## src/rtl/switch_pkg.sv

```systemverilog
// Shared types for the switch egress path: byte width, output FSM states
// and the {last, data} buffer entry.
package switch_pkg;

    localparam int BYTE_W = 8;

    typedef enum logic [1:0] {
        IDLE,
        SEND,
        GAP
    } out_state_t;

    typedef struct packed {
        logic              last;
        logic [BYTE_W-1:0] data;
    } fifo_entry_t;

endpackage

```

## src/rtl/sync_fifo.sv

```systemverilog
// Circular buffer of fifo_entry_t with first-word fall-through read data.
// Latency: a pushed entry is visible on pop_dat the cycle after the push.
// Backpressure: push is ignored when full, pop is ignored when empty.
module sync_fifo
    import switch_pkg::*;
#(
    parameter  int DEPTH = 16,
    localparam int PTR_W = $clog2(DEPTH),
    localparam int CNT_W = $clog2(DEPTH + 1)
) (
    input  logic             clk,
    input  logic             rst_n,
    input  logic             push,
    input  fifo_entry_t      push_dat,
    input  logic             pop,
    output fifo_entry_t      pop_dat,
    output logic             full,
    output logic             empty,
    output logic [CNT_W-1:0] count
);

    fifo_entry_t      mem [DEPTH];
    logic [PTR_W-1:0] wr_ptr;
    logic [PTR_W-1:0] rd_ptr;
    logic             do_push;
    logic             do_pop;

    assign full    = (count == CNT_W'(DEPTH));
    assign empty   = (count == '0);
    assign do_push = push && !full;
    assign do_pop  = pop && !empty;
    assign pop_dat = mem[rd_ptr];

    always_ff @(posedge clk) begin
        if (!rst_n) begin
            wr_ptr <= '0;
            rd_ptr <= '0;
            count  <= '0;
        end else begin
            if (do_push) wr_ptr <= wr_ptr + 1'b1;
            if (do_pop)  rd_ptr <= rd_ptr + 1'b1;
            case ({do_push, do_pop})
                2'b10:   count <= count + 1'b1;
                2'b01:   count <= count - 1'b1;
                default: count <= count;
            endcase
        end
    end

    // Storage needs no reset; pointers alone define what is valid.
    always_ff @(posedge clk) begin
        if (do_push) mem[wr_ptr] <= push_dat;
    end

endmodule

```

## src/rtl/switch_out_port.sv

```systemverilog
// Egress buffer for one output port: stores fabric bytes, emits whole packets only.
// Latency: port_ready rises one cycle after the last byte of a packet is written.
// Backpressure: wr_ready drops when full (extra writes dropped, overflow sticks); port_read paces output.
module switch_out_port
    import switch_pkg::*;
#(
    parameter  int DEPTH   = 16,
    parameter  int PORT_ID = 0,
    localparam int CNT_W   = $clog2(DEPTH + 1)
) (
    input  logic              clk,
    input  logic              rst_n,
    input  logic              wr_en,
    input  logic [BYTE_W-1:0] wr_data,
    input  logic              wr_last,
    output logic              wr_ready,
    output logic              overflow,
    output logic [BYTE_W-1:0] port_out,
    output logic              port_ready,
    input  logic              port_read,
    output logic [CNT_W-1:0]  pkt_count
);

    out_state_t       state;
    fifo_entry_t      head;
    logic             fifo_full;
    logic             fifo_empty;
    logic [CNT_W-1:0] fifo_count;
    logic             push;
    logic             pop;
    logic [CNT_W-1:0] pkt_next;

    assign push       = wr_en && !fifo_full;
    assign pop        = (state == SEND) && port_read;
    assign wr_ready   = !fifo_full;
    assign port_ready = (state == SEND);
    assign port_out   = port_ready ? head.data : '0;

    sync_fifo #(
        .DEPTH (DEPTH)
    ) u_fifo (
        .clk      (clk),
        .rst_n    (rst_n),
        .push     (push),
        .push_dat ('{last: wr_last, data: wr_data}),
        .pop      (pop),
        .pop_dat  (head),
        .full     (fifo_full),
        .empty    (fifo_empty),
        .count    (fifo_count)
    );

    // Write-last and pop-last in the same cycle cancel out.
    always_comb begin
        pkt_next = pkt_count;
        if (push && wr_last)  pkt_next = pkt_next + 1'b1;
        if (pop && head.last) pkt_next = pkt_next - 1'b1;
    end

    always_ff @(posedge clk) begin
        if (!rst_n) begin
            state     <= IDLE;
            pkt_count <= '0;
            overflow  <= 1'b0;
        end else begin
            pkt_count <= pkt_next;
            if (wr_en && fifo_full) overflow <= 1'b1;
            case (state)
                IDLE:    if (pkt_count != '0) state <= SEND;
                SEND:    if (pop && head.last) state <= GAP;
                GAP:     state <= IDLE;
                default: state <= IDLE;
            endcase
        end
    end

    // A packet in flight must always have its remaining bytes buffered.
    always_ff @(posedge clk) begin
        if (rst_n && state == SEND)
            assert (!fifo_empty && pkt_count <= fifo_count)
                else $error("port %0d: SEND without a buffered packet", PORT_ID);
    end

endmodule

```

## config.mk

```make
export PLATFORM = sky130hd
export DESIGN_NAME = switch_out_port
export DESIGN_NICKNAME = d
export VERILOG_FILES = /design/src/rtl/switch_pkg.sv /design/src/rtl/sync_fifo.sv /design/src/rtl/switch_out_port.sv
export SDC_FILE = /design/constraint.sdc
export NUM_CORES = 1
export LEC_CHECK = 0
export CORE_UTILIZATION = 65
export CTS_CLUSTER_SIZE = 8
export DETAILED_ROUTE_END_ITERATION = 12
export PLACE_DENSITY = 0.85
export SYNTH_ARGS = -nofsm -noshare
export SYNTH_HDL_FRONTEND = slang
export SYNTH_SLANG_ARGS = --single-unit
```

## constraint.sdc

```tcl
create_clock -name clk -period 5.3 [get_ports clk]
set_clock_uncertainty 0.05 [all_clocks]
set_input_delay 0.795 -clock clk [delete_from_list [all_inputs] [get_ports clk]]
set_output_delay 0.795 -clock clk [all_outputs]
set_load 0.03 [all_outputs]
```

==> flow_metrics.env <==
export IMPL_comb_power_share=0.091
export IMPL_maxCapViolations=0
export IMPL_ant_nets=0
export IMPL_synth_most_common_cell="edfxtp_1"
export IMPL_die_w_um=106
export IMPL_status="finished clean"
export IMPL_overflow=0
export IMPL_path_class="reg -> out"
export IMPL_final_layout_size_suffix_gt1_frac=0.178
export IMPL_power_leakage_nw=2.66
export IMPL_slew_headroom=0.388
export IMPL_wl_per_cell_um=25.4
export IMPL_postCtsSetupRepairBufs=0
export IMPL_peakVddDrop_uv=236
export IMPL_syn_num_nets=419
export IMPL_layout_nets=450
export IMPL_row_count=37
export IMPL_cp_arrival_ns=3.43
export IMPL_grt_pass1_wl_um=22600
export IMPL_grt_pass1_vias=3840
export IMPL_rr_endpoint="u_fifo.count[4]"
export IMPL_postSynthCellCount=395
export IMPL_drc=0
export IMPL_hold_buffers=0
export IMPL_seqPwrFrac=0.471
export IMPL_slew_viol_final=0
export IMPL_rr_worst_depth=11
export IMPL_cts_root_buf="clkbuf_8"
export IMPL_portBuffers=28
export IMPL_startpoint_type="register"
export IMPL_drt_total_wl_um=14600
export IMPL_clock_latency_ns=0.53
export IMPL_holdCritPathClass="reg -> reg"
export IMPL_vias_per_cell=6.57
export IMPL_cellInternalPower_mw=2.50
export IMPL_num_antenna_cells=0
export IMPL_gp_congestion=0.830
export IMPL_switching_share=0.215
export IMPL_via_count=3779
export IMPL_grt_max_degree=37
export IMPL_ctsResizeCount=0
export IMPL_tritoncts="built"
export IMPL_clock_power_share=0.438
export IMPL_post_route_util=0.775
export IMPL_ys_types=48
export IMPL_dr_pass1_iters=5
export IMPL_fillers=553
export IMPL_synth_edf_count=144
export IMPL_yosys_area_top_type="edfxtp_1"
export IMPL_required_ns=4.45
export IMPL_rsz0062_at_grt="false"
export IMPL_clk_path_buf_depth=2
export IMPL_final_hold_violation_count=0
export IMPL_clkSlewWorstSetupHoldPaths_ns=0.07
export IMPL_ctsHtreeMaxLevel=4
export IMPL_yosys_warnings=0
export IMPL_dr_first_iter_drc_count=396
export IMPL_synth_top_area_frac=0.617
export IMPL_ys_seq_area_frac=0.688
export IMPL_p_sw_mw=0.686
export IMPL_fin_hold_ws_ns=0.510
export IMPL_ios=29
export IMPL_die_h_um=106
export IMPL_reg2reg_slack_ns=1.65
export IMPL_core_um2=10400
export IMPL_yosys_register_bits=169
export IMPL_antenna_found_initial=0
export IMPL_dp_hpwl_um=8350
export IMPL_ys_flop_type="edfxtp_1"
export IMPL_area_growth_syn_to_layout_pct=14.7
export IMPL_path_max_fanout=14
export IMPL_grt_use_total=0.288
export IMPL_setup_viol=0
export IMPL_end_kind="output pin"
export IMPL_max_freq_mhz=234
export IMPL_synth_area_leaders="edfxtp_1 62%, mux4_2 13%, dfxtp_1 7.1%, ha_1 2.0%, and2_1 1.9%"
export IMPL_async_reset_ff_frac=0
export IMPL_fin_crit_ns=4.27
export IMPL_finalCritPeriodShare=0.807
export IMPL_cts_buffers=17
export IMPL_worstMarginPinSlew_ns=0.918
export IMPL_avgSynthCellArea_um2=17.7
export IMPL_synth_common_cells="144 x edfxtp_1, 39 x mux4_2, 25 x dfxtp_1"
export IMPL_cts_sinks=169
export IMPL_power_density_nw_per_um2=397
export IMPL_die_area_um2=11200
export IMPL_syn_cell_area_um2=7010
export IMPL_initial_core_util=0.676
export IMPL_r2r_start="u_fifo.count[2]"
export IMPL_endpoint="port_out[2]"
export IMPL_setup_tns_ns=0
## registers in the layout, summed over array words and instances, names as in the netlist, named ones only
signal,count
overflow,1
pkt_count,5
state,2
u_fifo.count,5
u_fifo.mem,144
u_fifo.rd_ptr,4
u_fifo.wr_ptr,4
## metal layers
metal | GRT usage | vias up | routed length, µm
met5 | 0 | - | 0
met4 | 0.103 | 0 | 262
met3 | 0.0563 | 24 | 901
met2 | 0.461 | 163 | 7500
met1 | 0.400 | 1967 | 5960
li1 | - | 1625 | -
## per-stage QoR
step,cells,power (mW),setup WS (ns),area (µm²)
2_1_floorplan,395,1.71,2.16,7010
3_3_place_gp,543,1.80,1.42,7370
3_5_place_dp,543,1.81,1.20,7370
4_1_cts,575,3.19,0.969,8040
5_1_grt,575,3.26,0.885,8040
6_report,575,3.19,1.03,8040
## power by group through the flow
stage	logic (mW)	registers, mW	clock network (mW)
final	0.290	1.50	1.40
after global routing	0.309	1.51	1.45
after CTS	0.290	1.50	1.40
after detailed placement	0.278	1.53	0
after global placement	0.269	1.53	0
after floorplan	0.187	1.52	0
## layout by cell type (no fill, tap or decap), types with 3 or more instances in the layout
cell type        netlist  layout
or3_1                  5       5
nor2_1                19      19
clkbuf_16              0      16
inv_1                 13      13
mux4_1                 3       3
o21ai_0                4       4
and2_1                21      21
ha_1                  11      11
mux4_2                39      39
nand2_1               11      11
clkinv_2               0       3
xor2_1                11      11
edfxtp_1             144     144
bufinv_16              0       7
dfxtp_1               25      23
a21oi_1                9       9
and4_1                 4       4
xnor2_1                5       5
nor3_1                 4       4
mux2i_1                9       9
buf_4                  1       3
clkdlybuf4s50_1        0      28
and3_1                 5       5
## kinds of logic after synthesis
group                    share of synthesized area
multiplexers                                 0.151
AO/OA/AOI/OAI                               0.0312
flip-flops                                   0.688
buffers and inverters                       0.0232
AND/OR/NAND/NOR                             0.0668
adder cells (fa/ha/maj)                     0.0196
XOR/XNOR                                    0.0200
## worst min path at each step
stage	slack, ns	startpoint	end	cells after the start
after global placement	0.41	overflow	overflow	2
final	0.51	u_fifo.rd_ptr[3]	register	2
after CTS	0.51	u_fifo.rd_ptr[3]	u_fifo.rd_ptr[3]	2
after global routing	0.54	u_fifo.rd_ptr[1]	register	2
after detailed placement	0.48	overflow	overflow	2
after floorplan	0.43	u_fifo.rd_ptr[3]	register	2
## worst max-delay path: stages (launching register included)
cell and delay (ns):
dfxtp_2 0.65, buf_4 0.38, mux4_2 0.61, mux4_2 0.49, and2_1 0.17, clkdlybuf4s50_1 0.59
## area by class of cell
type / instances / area (µm²) / share of cell area
Clock buffer: 18 / 418 / 0.0520
Timing Repair Buffer: 31 / 303 / 0.0377
Inverter: 13 / 48.8 / 0.00607
Sequential cell: 169 / 4830 / 0.600
Tap cell: 136 / 170 / 0.0212
Multi-Input combinational cell: 194 / 2020 / 0.252
Clock inverter: 14 / 250 / 0.0311
Note: power is estimated with default switching activity, not from simulation.
